--- config.mk ---
export PLATFORM = sky130hd
export DESIGN_NAME = risc_spm_loader
export DESIGN_NICKNAME = d
export VERILOG_FILES = /design/src/rtl/risc_spm_pkg.sv /design/src/rtl/loader_timeout_ctr.sv /design/src/rtl/risc_spm_loader.sv
export SDC_FILE = /design/constraint.sdc
export NUM_CORES = 1
export LEC_CHECK = 0
export CAP_MARGIN = 20
export CORE_MARGIN = 1.5
export CORE_UTILIZATION = 48
export DETAILED_ROUTE_END_ITERATION = 16
export PLACE_DENSITY = 0.76
export SLEW_MARGIN = 15
export SYNTH_ARGS = -nofsm -noshare
export SYNTH_HDL_FRONTEND = slang
export SYNTH_HIERARCHICAL = 1
export SYNTH_SLANG_ARGS = --single-unit
--- constraint.sdc ---
create_clock -name clk -period 1.55 [get_ports clk]
set_clock_uncertainty 0.05 [all_clocks]
set_input_delay 0.2325 -clock clk [delete_from_list [all_inputs] [get_ports clk]]
set_output_delay 0.2325 -clock clk [all_outputs]
set_load 0.01 [all_outputs]
--- src/rtl/risc_spm_pkg.sv ---
// Types and constants shared by the RISC_SPM core, its RAM and the boot loader.
// RISC_SPM_LOADER_CHECKSUM_EN adds the checksum state and the running-sum helper.
package risc_spm_pkg;

    localparam int ADDR_W = 8;
    localparam int DATA_W = 8;

    typedef enum logic [2:0] {
        S_ADDR = 3'd0,
        S_LEN  = 3'd1,
        S_DATA = 3'd2,
`ifdef RISC_SPM_LOADER_CHECKSUM_EN
        S_CHK  = 3'd3,
`endif
        S_DONE = 3'd4,
        S_ERR  = 3'd5
    } state_t;

    // States in which the loader is still willing to take stream bytes.
    function automatic logic is_active(input state_t s);
        logic a;
        a = (s == S_ADDR) || (s == S_LEN) || (s == S_DATA);
`ifdef RISC_SPM_LOADER_CHECKSUM_EN
        a = a || (s == S_CHK);
`endif
        return a;
    endfunction

`ifdef RISC_SPM_LOADER_CHECKSUM_EN
    function automatic logic [DATA_W-1:0] csum_add(input logic [DATA_W-1:0] acc,
                                                  input logic [DATA_W-1:0] b);
        return acc + b;
    endfunction
`endif

endpackage

--- src/rtl/loader_timeout_ctr.sv ---
// Idle-cycle counter for the boot loader; tc flags the idle cycle that reaches LIMIT.
// LIMIT of 0 disables the terminal count entirely.
module loader_timeout_ctr #(
    parameter int LIMIT = 1024
) (
    input  logic clk,
    input  logic rst,
    input  logic clr,
    input  logic en,
    output logic tc
);

    localparam int CW = (LIMIT > 0) ? $clog2(LIMIT + 1) : 1;
    localparam logic [CW-1:0] LAST = (LIMIT > 0) ? CW'(LIMIT - 1) : {CW{1'b0}};

    logic [CW-1:0] cnt_r;

    // Idle counter: cleared by a transfer or outside the timed states, saturates at LAST.
    always_ff @(posedge clk) begin
        if (!rst) begin
            cnt_r <= {CW{1'b0}};
        end else if (clr) begin
            cnt_r <= {CW{1'b0}};
        end else if (en && (cnt_r != LAST)) begin
            cnt_r <= cnt_r + {{(CW-1){1'b0}}, 1'b1};
        end else begin
            cnt_r <= cnt_r;
        end
    end

    generate
        if (LIMIT == 0) begin : g_off
            assign tc = 1'b0;
        end else begin : g_on
            assign tc = en && !clr && (cnt_r == LAST);
        end
    endgenerate

endmodule

--- src/rtl/risc_spm_loader.sv ---
// Boot loader: writes a framed byte stream (addr, len, data[, checksum]) into the
// RISC_SPM RAM and releases the core's reset once the frame is in. Option: RISC_SPM_LOADER_CHECKSUM_EN.
module risc_spm_loader #(
    parameter int ADDR_W  = risc_spm_pkg::ADDR_W,
    parameter int DATA_W  = risc_spm_pkg::DATA_W,
    parameter int TIMEOUT = 1024
) (
    input  logic              clk,
    input  logic              rst,
    input  logic [DATA_W-1:0] in_data,
    input  logic              in_valid,
    output logic              in_ready,
    output logic [ADDR_W-1:0] mem_addr,
    output logic [DATA_W-1:0] mem_wdata,
    output logic              mem_we,
    output logic              cpu_rst,
    output logic              done,
    output logic              error,
    output logic [ADDR_W:0]   count_left
);
    import risc_spm_pkg::*;

    localparam logic [ADDR_W:0] FULL_LEN = {1'b1, {ADDR_W{1'b0}}};
    localparam logic [ADDR_W:0] ONE_LEFT = {{ADDR_W{1'b0}}, 1'b1};

    state_t            state_r, state_n;
    logic              in_ready_r, mem_we_r, cpu_rst_r, done_r, error_r;
    logic [ADDR_W-1:0] ptr_r, mem_addr_r;
    logic [DATA_W-1:0] mem_wdata_r;
    logic [ADDR_W:0]   count_left_r;
    logic              xfer_s, tc_s, idle_en_s;
`ifdef RISC_SPM_LOADER_CHECKSUM_EN
    logic [DATA_W-1:0] sum_r;
`endif

    assign xfer_s    = in_valid && in_ready_r;
    assign idle_en_s = is_active(state_r) && (state_r != S_ADDR);

    loader_timeout_ctr #(.LIMIT(TIMEOUT)) u_timeout (
        .clk (clk),
        .rst (rst),
        .clr (xfer_s || !idle_en_s),
        .en  (idle_en_s),
        .tc  (tc_s)
    );

    // Next-state logic of the frame parser.
    always_comb begin
        state_n = state_r;
        case (state_r)
            S_ADDR: begin
                if (xfer_s) state_n = S_LEN;
                else        state_n = S_ADDR;
            end
            S_LEN: begin
                if (xfer_s)    state_n = S_DATA;
                else if (tc_s) state_n = S_ERR;
                else           state_n = S_LEN;
            end
            S_DATA: begin
                if (xfer_s && (count_left_r == ONE_LEFT)) begin
`ifdef RISC_SPM_LOADER_CHECKSUM_EN
                    state_n = S_CHK;
`else
                    state_n = S_DONE;
`endif
                end else if (tc_s) begin
                    state_n = S_ERR;
                end else begin
                    state_n = S_DATA;
                end
            end
`ifdef RISC_SPM_LOADER_CHECKSUM_EN
            S_CHK: begin
                if (xfer_s) begin
                    if (csum_add(sum_r, in_data) == {DATA_W{1'b0}}) state_n = S_DONE;
                    else                                            state_n = S_ERR;
                end else if (tc_s) begin
                    state_n = S_ERR;
                end else begin
                    state_n = S_CHK;
                end
            end
`endif
            S_DONE:  state_n = S_DONE;
            S_ERR:   state_n = S_ERR;
            default: state_n = S_ERR;
        endcase
    end

    // State register.
    always_ff @(posedge clk) begin
        if (!rst) state_r <= S_ADDR;
        else      state_r <= state_n;
    end

    // Datapath: pointer, remaining count, RAM write port and status outputs.
    always_ff @(posedge clk) begin
        if (!rst) begin
            ptr_r        <= {ADDR_W{1'b0}};
            count_left_r <= {(ADDR_W+1){1'b0}};
            mem_we_r     <= 1'b0;
            mem_addr_r   <= {ADDR_W{1'b0}};
            mem_wdata_r  <= {DATA_W{1'b0}};
            in_ready_r   <= 1'b0;
            cpu_rst_r    <= 1'b0;
            done_r       <= 1'b0;
            error_r      <= 1'b0;
`ifdef RISC_SPM_LOADER_CHECKSUM_EN
            sum_r        <= {DATA_W{1'b0}};
`endif
        end else begin
            mem_we_r <= 1'b0;
            case (state_r)
                S_ADDR: begin
                    if (xfer_s) begin
                        ptr_r <= in_data[ADDR_W-1:0];
`ifdef RISC_SPM_LOADER_CHECKSUM_EN
                        sum_r <= in_data;
`endif
                    end
                end
                S_LEN: begin
                    if (xfer_s) begin
                        count_left_r <= (in_data == {DATA_W{1'b0}}) ? FULL_LEN
                                                                    : {1'b0, in_data[ADDR_W-1:0]};
`ifdef RISC_SPM_LOADER_CHECKSUM_EN
                        sum_r <= csum_add(sum_r, in_data);
`endif
                    end
                end
                S_DATA: begin
                    if (xfer_s) begin
                        mem_we_r     <= 1'b1;
                        mem_addr_r   <= ptr_r;
                        mem_wdata_r  <= in_data;
                        ptr_r        <= ptr_r + {{(ADDR_W-1){1'b0}}, 1'b1};
                        count_left_r <= count_left_r - ONE_LEFT;
`ifdef RISC_SPM_LOADER_CHECKSUM_EN
                        sum_r <= csum_add(sum_r, in_data);
`endif
                    end
                end
                default: begin
                end
            endcase
            // Ready follows the next state so no byte is taken on entry to DONE/ERR.
            in_ready_r <= is_active(state_n);
            // Release lags DONE entry by one cycle so the last write precedes it.
            cpu_rst_r  <= (state_r == S_DONE);
            done_r     <= (state_r == S_DONE);
            error_r    <= (state_r == S_ERR);
        end
    end

    assign in_ready   = in_ready_r;
    assign mem_we     = mem_we_r;
    assign mem_addr   = mem_addr_r;
    assign mem_wdata  = mem_wdata_r;
    assign cpu_rst    = cpu_rst_r;
    assign done       = done_r;
    assign error      = error_r;
    assign count_left = count_left_r;

endmodule

Word-level counts from Yosys, hierarchy flattened

Cells that the tools add are included.

$add $sub $neg: 3
Multipliers: 0
Divide/modulo/power cells: 0
Magnitude comparators: 0
Eq/ne operators: 12
Shifts and indexed selects: 0
Multiplexer cells: 14
Bitwise gates (word level): 1
Reduce and logical (&&, ||, !) cells: 24

Operators with widths:

| kind                                                                       | count |
|---|---|
| 9-bit 2-to-1 mux                                                           | 3 |
| 9-bit one-hot mux with 2 select lines                                      | 1 |
| 8-bit 2-to-1 mux                                                           | 2 |
| 8-bit one-hot mux with 2 select lines                                      | 1 |
| 3-bit 2-to-1 mux                                                           | 4 |
| 3-bit one-hot mux with 4 select lines                                      | 1 |
| 11-bit by 1-bit adder with 11-bit output (second input constant)           | 1 |
| 11-bit by 10-bit == test with 1-bit output (second input constant)         | 1 |
| 11-bit by 10-bit inequality test with 1-bit output (second input constant) | 1 |
| 9-bit by 1-bit == test with 1-bit output (second input constant)           | 1 |
| 9-bit by 1-bit subtractor with 9-bit output (second input constant)        | 1 |
| 8-bit by 1-bit adder with 8-bit output (second input constant)             | 1 |
| 8-bit logical NOT                                                          | 1 |
| 3-bit by 1-bit == test with 1-bit output (second input constant)           | 2 |
| 3-bit by 2-bit == test with 1-bit output (second input constant)           | 2 |
| 3-bit == test (second input constant)                                      | 2 |
| 1-bit logical AND                                                          | 6 |
| 3-bit logical NOT                                                          | 2 |
| 2-bit inequality test (second input constant)                              | 3 |
| 3-bit AND reduction                                                        | 2 |
| 1-bit logical OR                                                           | 5 |
| 2-bit AND reduction                                                        | 2 |
| 2-bit nonzero test                                                         | 2 |
| 3-bit nonzero test                                                         | 1 |
| other kinds (4)                                                            | 6 |

Flip-flop bits (word level): 51
Latch bits: 0
RAM bits: 0
Bits in read-only memories: 0
Input port bits: 11
Output and inout bits: 30
Word-level logic and storage cells: 64
Memories kept: 0

Longest topological paths before layout

Gate-level depths: netlist of the first run.

Depth in word-level cells: 15
Gate-level depth with buffers: 7
Gate-level depth less buffers: 7

By module

Netlist of the first run, hierarchy kept.

Modules (own cells, without submodules):

| module             | instances | cells an instance | area an instance (um2) | sequential area each (um2) |
|---|---|---|---|---|
| risc_spm_loader    | 1         | 241               | 1931.9                 | 800.8 |
| loader_timeout_ctr | 1         | 59                | 551.8                  | 220.2 |

Worst setup path after synthesis of the first run

OpenSTA, ideal clock, no wires.

Kind: flip-flop to flip-flop
From: register state_r[1]
To: register state_r[2]
Setup time: 0.060 ns
Arrival time: 1.573 ns
Required time: 1.440 ns
Path slack: -0.132 ns
Stages on the path, launching flop included: 8
Path buffers: 0
Clock period less this slack: 1.682 ns
Path through: dfxtp_1 xnor2_1 nor2_1 nand2_1 nor3_1 a311oi_1 a21oi_1 and2_1

Word-level cells in the longest chain between the ends: 12
Elaborated cells on any way between the ends: 18
Classes of those cells: eq/ne (3); mux (5); reduce/logical (10)

RTL lines:

| what                                                                          | line                                         | source |
|---|---|---|
| start: declaration                                                            | risc_spm_loader.sv:26                        | `state_t state_r, state_n;` |
| start signal: assignment                                                      | risc_spm_loader.sv:94                        | `else state_r <= state_n;` |
| 3-bit by 1-bit == test with 1-bit output or 3-bit logical NOT (tied branches) | risc_spm_pkg.sv:22                           | `a = (s == S_ADDR) \|\| (s == S_LEN) \|\| (s == S_DATA);` |
| 1-bit logical OR (2 in a row)                                                 | risc_spm_pkg.sv:22                           |  |
| 1-bit logical AND *                                                           | risc_spm_loader.sv:37                        | `assign idle_en_s = is_active(state_r) && (state_r != S_ADDR);` |
| named net idle_en_s                                                           | risc_spm_loader.sv:31                        | `logic xfer_s, tc_s, idle_en_s;` |
| 1-bit logical NOT                                                             | risc_spm_loader.sv:42                        | `.clr (xfer_s \|\| !idle_en_s),` |
| 1-bit logical OR                                                              | risc_spm_loader.sv:42                        |  |
| 1-bit logical NOT                                                             | loader_timeout_ctr.sv:35                     | `assign tc = en && !clr && (cnt_r == LAST);` |
| 1-bit logical AND * (2 in a row)                                              | loader_timeout_ctr.sv:35                     |  |
| named net tc_s                                                                | risc_spm_loader.sv:31                        |  |
| 3-bit 2-to-1 mux (on tied branches)                                           | risc_spm_loader.sv:67, risc_spm_loader.sv:57 |  |
| 3-bit 2-to-1 mux (on tied branches)                                           | risc_spm_loader.sv:61, risc_spm_loader.sv:56 |  |
| 3-bit one-hot mux with 4 select lines *                                       | risc_spm_loader.sv:50                        | `case (state_r)` |

The timed path passes the listed nets; every way through them passes the cells marked *.
A chain may end at the register's enable or synchronous reset.

Worst setup path after layout of the first run

From: register state_r[1]
To: register ptr_r[5]

Word-level cells in the longest chain between the ends: 3
Elaborated cells on any way between the ends: 7
Classes of those cells: eq/ne (3); mux (1); reduce/logical (3)

RTL lines:

| what                                                                          | line                   | source |
|---|---|---|
| 3-bit by 2-bit == test with 1-bit output or 3-bit logical NOT (tied branches) | risc_spm_loader.sv:114 | `case (state_r)` |
| 2-bit inequality test (no line) or 2-bit nonzero test (tied branches)         | n/a                    |  |
| 3-bit AND reduction (no line)                                                 | n/a                    |  |
| end signal: assignment                                                        | risc_spm_loader.sv:100 | `ptr_r <= {ADDR_W{1'b0}};` |
| end signal: assignment                                                        | risc_spm_loader.sv:117 | `ptr_r <= in_data[ADDR_W-1:0];` |
| end signal: assignment                                                        | risc_spm_loader.sv:137 | `ptr_r <= ptr_r + {{(ADDR_W-1){1'b0}}, 1'b1};` |
| end: declaration                                                              | risc_spm_loader.sv:28  | `logic [ADDR_W-1:0] ptr_r, mem_addr_r;` |

Parallel ways exist; a longest one is shown, timed or not.

==> impl_metrics.env, run 1 <==
export IMPL_cp_common_cell="nand2_1"
export IMPL_min_delay_path_depth=2
export IMPL_place_area_sq_um=3330
export IMPL_intPower_uw=2080
export IMPL_comb_power_share=0.189
export IMPL_place_hpwl_um=4790
export IMPL_swShare=0.268
export IMPL_io_buffers=40
export IMPL_fp_dieArea_sq_um=5610
export IMPL_cts_buffers_inserted=5
export IMPL_synth_seq_cells=51
export IMPL_failed_checks="negative setup slack"
export IMPL_slew_headroom=0.743
export IMPL_cp_slowest_cell="or3b_4"
export IMPL_setup_violations=37
export IMPL_cp_end_kind="flip-flop"
export IMPL_hold_viol=0
export IMPL_chipWidth_um=74.9
export IMPL_rr_startpoint="state_r[1]"
export IMPL_r2r_end="ptr_r[5]"
export IMPL_peakVddDrop_v=0.000515
export IMPL_grt_pass1_vias=2500
export IMPL_fmax_mhz=584
export IMPL_rows=25
export IMPL_ys_types=54
export IMPL_track_usage=0.276
export IMPL_crit_fanout=8
export IMPL_worst_setup_path_type="flip-flop to flip-flop"
export IMPL_rrSetupSlack_ns=-0.16
export IMPL_initial_core_util=0.512
export IMPL_layout_drive_gt1_share=0.348
export IMPL_drv_cap=0
export IMPL_die_h_um=74.9
export IMPL_period_share=1.11
export IMPL_tritoncts="done"
export IMPL_fin_area_sq_um=3930
export IMPL_drv_slew=0
export IMPL_layout_min_cycle_time_ns=1.71
export IMPL_grt_busiest_layer="met2"
export IMPL_hold_end="mem_wdata[5]"
export IMPL_seqPwrFrac=0.487
export IMPL_synthTopCellsByArea="dfxtp_1 41%, nand2_1 8.6%, a21oi_1 6.2%, nor2_1 3.8%, a211oi_1 2.4%"
export IMPL_cts_hold_buf=0
export IMPL_synth_top_cell_by_area="dfxtp_1"
export IMPL_rsz0062_at_grt="yes"
export IMPL_leakagePower_uw=0.00151
export IMPL_dr_pass1_iters=5
export IMPL_register_area_sq_um=1040
export IMPL_pwr_share_clk=0.325
export IMPL_seq_area_frac_synth=0.411
export IMPL_grt_pass1_wl_um=11900
export IMPL_area_growth_pct=58.2
export IMPL_dp_worst_setup_slack_ns=-0.275
export IMPL_critical_path_cell_chain="buf_6 -> or3b_4 -> nand2_1 -> nand2_1 -> o221a_2"
export IMPL_netlist_area_leader_share=0.411
export IMPL_antenna_cells=0
export IMPL_drt_wl_total_um=9340
export IMPL_pin_count=41
export IMPL_root_buffer="clkbuf_8"
export IMPL_cts_max_level=2
export IMPL_cts_sinks=51
export IMPL_core_area_sq_um=4850
export IMPL_worst_slack_ns=-0.163
export IMPL_fin_nets=420
export IMPL_cts_path_max_buffers=2
export IMPL_hp_class="flip-flop to flip-flop"
export IMPL_status="finished, violations left"
export IMPL_met1_usage=0.370
export IMPL_slowest_delay_ns=0.45
export IMPL_drcViolationCount=0
export IMPL_yosys_warnings=6
export IMPL_clkLatencyLatePin_ns=0.31
export IMPL_syn_cell_area_sq_um=2480
export IMPL_final_cell_mix="55 x buf_4, 52 x nand2_1, 42 x dfxtp_1"
export IMPL_startpoint_type="flip-flop"
export IMPL_grt_max_degree=29
export IMPL_ant_nets=0
export IMPL_rr_worst_depth=5
export IMPL_syn_avg_cell_area_sq_um=8.28
export IMPL_via_per_inst=6.26
export IMPL_crit_required_ns=1.69
export IMPL_drt_iter0_markers=420
export IMPL_holdCritStartpoint="mem_wdata[5]"
export IMPL_critPathArrivalTime_ns=1.86
export IMPL_multi_input_area_sq_um=1620
export IMPL_met3_usage=0.0535
export IMPL_grtUsageMet2=0.448
export IMPL_place_congestion=0.936
export IMPL_total_power_uw=2840
export IMPL_synth_cells=300
export IMPL_worst_pin_slew_ns=0.383
export IMPL_cts_clk_slew_worst_paths_ns=0.09
export IMPL_powerDensity_nw_per_um2=722
export IMPL_synthesis_nets=315
export IMPL_vias=2956
export IMPL_final_common_cell="buf_4"
export IMPL_fin_tns_setup_ns=-2.75
export IMPL_p_switching_uw=762
export IMPL_grt_overflow_total=0
export IMPL_nFillCells=290
export IMPL_antenna_found_initial=0
export IMPL_avgRoutedWirePerCell_um=19.8
==> timing repair <==
| action | CTS | global route |
|---|---|---|
| endpoints found under the setup margin | 40 | 52 |
| pin swaps | 19 | 27 |
| gates resized for setup | 36 | 53 |
| cloned | 0 | 2 |
| setup buffers | 10 | 9 |
==> power by group through the flow <==
stage / clock, uW / sequential, uW / combinational (uW)
floorplan: 0 / 1400 / 194
global placement: 0 / 1400 / 375
detailed placement: 0 / 1400 / 384
CTS: 912 / 1370 / 429
global route: 953 / 1380 / 554
finish: 922 / 1380 / 535
==> cell type report <==
type	count	area share
Timing Repair Buffer	115	0.269
Clock buffer	6	0.0185
Tap cell	67	0.0213
Sequential cell	51	0.265
Clock inverter	1	0.00764
Multi-Input combinational cell	227	0.413
Inverter	5	0.00478
==> cell families after synthesis <==
kind of cell | synth area share
adders and majority gates | 0.0202
muxes | 0.0121
buffers and inverters | 0.0458
AOI/OAI and AO/OA | 0.222
DFF | 0.411
xor gates and xnor gates | 0.0247
and+or+nand+nor | 0.264
==> synth_stat cells (all sizes together) <==
library cell,count
a2111oi,1
a211o,1
a211oi,8
a21oi,31
a22oi,1
a2bb2oi,3
a311oi,3
a31oi,7
and2,2
and3,4
and4,2
and4b,1
and4bb,1
buf,10
clkbuf,8
dfxtp,51
ha,4
inv,5
mux2i,3
nand2,58
nand2b,3
nand3,7
nand3b,2
nand4,4
nand4b,1
nor2,25
nor3,7
nor3b,2
nor4,4
o211a,1
o211ai,5
o21a,2
o21ai,7
o221a,2
o22a,1
o22ai,4
o2bb2ai,1
o31a,2
o31ai,1
o32ai,1
or2,3
or3,3
or3b,1
xnor2,5
xor2,2
==> metal layers <==
layer | vias to the layer above | part of all wire
met3 | 48 | 0.089
met4 | 0 | 0.047
met5 | - | 0
li1 | 1290 | -
met1 | 1400 | 0.40
met2 | 218 | 0.47
==> critical path: cells and delay by family (launching register included) <==
kind            cells  cell delay [ns]
simple gates        3             0.75
compound gates      1             0.30
flops               1             0.40
buf+inv             1             0.10
==> worst max path at each step <==
stage / startpoint / endpoint / slack [ns] / cells after the start
floorplan: state_r[1] / u_timeout/cnt_r[9] / -0.02 / 6
global placement: in_valid / count_left[1] / -0.25 / 5
detailed placement: in_valid / state_r[2] / -0.28 / 7
CTS: state_r[0] / state_r[2] / -0.08 / 7
global route: state_r[1] / count_left[5] / -0.21 / 6
finish: state_r[1] / ptr_r[5] / -0.16 / 5
==> state kept, by name (all words and copies together) (netlist names) <==
name / count
state_r: 3
ptr_r: 8
done: 1
count_left: 9
mem_wdata: 8
error: 1
in_ready: 1
mem_addr: 8
mem_we: 1
u_timeout/cnt_r: 11
==> stage by stage <==
stage | utilization | cells | hold slack (ns)
6_report | 0.810 | 472 | 0.407
4_1_cts | 0.749 | 463 | 0.407
3_5_place_dp | 0.687 | 446 | 0.396
2_1_floorplan | - | 300 | 0.318
5_1_grt | 0.810 | 472 | 0.431
3_3_place_gp | 0.687 | 446 | 0.395
(Power assumes the default switching activity.)
==> run 2: changes to the inputs <==
Settings changed: CELL_PAD_IN_SITES_DETAIL_PLACEMENT from default to 2, CELL_PAD_IN_SITES_GLOBAL_PLACEMENT from default to 2, CORE_UTILIZATION 48 to 31, PLACE_DENSITY 0.76 to default, PLACE_DENSITY_LB_ADDON from default to 0.1.
Clock period 1.55 ns to 1.71 ns, I/O delays scaled along.
==> run 2 against run 1 <==
  * The run still ends with negative setup slack left
  * Largest cell class unchanged
  * Sequential share of layout area is 3.3 points higher
  * Worst setup slack better by 0.15 ns
  * Total power is 18% lower
  * Core utilization is 36 points lower
  * Critical path type unchanged
  * Highest routed layer unchanged
  * Clock power is 22% lower
==> impl_metrics.env, run 2 (synthesis gave the netlist of run 1 again) <==
export IMPL_root_buffer="clkbuf_8"
export IMPL_initial_core_util=0.321
export IMPL_cp_end_kind="flip-flop"
export IMPL_largest_reg_flops=11
export IMPL_cts_clk_slew_worst_paths_ns=0.10
export IMPL_fp_dieArea_sq_um=8560
export IMPL_powerDensity_nw_per_um2=679
export IMPL_dr_pass1_iters=6
export IMPL_final_util=0.445
export IMPL_pin_count=41
export IMPL_chipWidth_um=92.5
export IMPL_status="finished, violations left"
export IMPL_via_per_inst=5.33
export IMPL_final_common_cell="nand2_1"
export IMPL_vias=2564
export IMPL_regMostFlops="u_timeout/cnt_r"
export IMPL_cts_path_max_buffers=2
export IMPL_area_growth_pct=38.6
export IMPL_worst_pin_slew_ns=0.538
export IMPL_worst_slack_ns=-0.00817
export IMPL_critPathArrivalTime_ns=1.88
export IMPL_period_share=1.00
export IMPL_place_congestion=0.766
export IMPL_crit_required_ns=1.87
export IMPL_drt_iter0_markers=58
export IMPL_rsz0062_at_grt="yes"
export IMPL_ant_nets=0
export IMPL_crit_fanout=8
export IMPL_drv_cap=0
export IMPL_core_area_sq_um=7730
export IMPL_startpoint_type="flip-flop"
export IMPL_dp_worst_setup_slack_ns=-0.181
export IMPL_worst_setup_path_type="flip-flop to flip-flop"
export IMPL_slew_headroom=0.638
export IMPL_clkLatencyLatePin_ns=0.32
export IMPL_drv_slew=0
export IMPL_setup_violations=1
export IMPL_leakagePower_uw=0.00127
export IMPL_rows=32
export IMPL_grt_overflow_total=0
export IMPL_final_cell_mix="57 x nand2_1, 47 x dfxtp_1, 47 x buf_4"
export IMPL_hold_viol=0
export IMPL_drcViolationCount=0
export IMPL_layout_drive_gt1_share=0.214
export IMPL_grt_pass1_vias=2677
export IMPL_io_buffers=40
export IMPL_layout_min_cycle_time_ns=1.72
export IMPL_avgRoutedWirePerCell_um=18.0
export IMPL_track_usage=0.207
export IMPL_peakVddDrop_v=0.000320
export IMPL_fin_nets=393
export IMPL_cts_max_level=2
export IMPL_tritoncts="done"
export IMPL_fin_tns_setup_ns=-0.00817
export IMPL_hp_class="flip-flop to flip-flop"
export IMPL_hold_ws_ns=0.413
export IMPL_antenna_cells=0
export IMPL_die_h_um=92.5
export IMPL_cts_buffers_inserted=5
export IMPL_cts_sinks=51
export IMPL_grt_pass1_wl_um=13800
export IMPL_failed_checks="negative setup slack"
export IMPL_antenna_found_initial=0
export IMPL_grt_max_degree=29
export IMPL_total_power_uw=2340
export IMPL_place_hpwl_um=6300
export IMPL_drt_wl_total_um=8640
export IMPL_fmax_mhz=582
==> run 2: cell count changes in the layout (fill, tap and decap cells not counted), sizes merged <==
cell / before / now
bufinv: 1 / 0
clkdlybuf4s50: 35 / 40
dlymetal6s2s: 2 / 0
buf: 75 / 49
clkbuf: 6 / 5
or2: 4 / 3
clkinv: 0 / 3
dlygate4sd2: 3 / 0
==> run 2: final cells by class <==
type                    count  area, sq um
flip-flops and latches     51         1030
repair buffers             89          785
multi-input cells         226         1400
inverters                   5         18.8
fillers                   844         4290
well taps                 102          128
clock inverters             3         15.0
clock buffers               5         68.8
==> run 2: worst paths after layout <==
kind / slack, ns / startpoint / depth (start not counted) / end
min reg2reg: 0.41 / mem_addr[6] / 2 / mem_addr[6]
min: 0.41 / mem_addr[6] / 2 / mem_addr[6]
max reg2reg: -0.008 / state_r[0] / 6 / count_left[8]
max: -0.008 / state_r[0] / 6 / count_left[8]
==> run 2: per-stage QoR <==
stage               cell area [sq um]  instances
CTS                              3390        480
global placement                 3290        472
finish                           3440        481
floorplan                        2480        300
detailed placement               3290        472
global route                     3440        481
==> run 2: routing by layer <==
metal | up-vias | part of all wire | global-route usage
met5 | - | 0 | 0
met4 | 0 | 0.0086 | 0.0462
met3 | 7 | 0.029 | 0.0345
met2 | 46 | 0.49 | 0.355
met1 | 1279 | 0.47 | 0.270
li1 | 1232 | - | -
==> run 2: timing repair <==
item / in CTS / in global routing
pin swaps: 0 / 5
gates resized for setup: 3 / 11
buffers inserted: 0 / 1
setup endpoints to repair: 6 / 25
hold endpoints to repair: 0 / 0
hold buffers: 0 / 0
==> run 2: power breakdown <==
group | internal, uW | switching [uW] | leakage [uW] | total [uW]
clock | 282 | 433 | 0.0000477 | 715
combinational | 177 | 194 | 0.000804 | 371
sequential | 1220 | 36.1 | 0.000414 | 1250
total | 1670 | 664 | 0.00127 | 2340
==> run 2: critical path: stages (launching register included) <==
cell,delay (ns)
dfxtp_2,0.36
buf_4,0.13
or3b_1,0.45
buf_4,0.21
and3_1,0.16
a31oi_1,0.15
o21ai_0,0.10
==> run 3: changes to the inputs <==
Settings changed: CTS_CLUSTER_DIAMETER from default to 40.
==> results of run 3 <==
Final layout, timing and power as in run 2 (identical DEF).
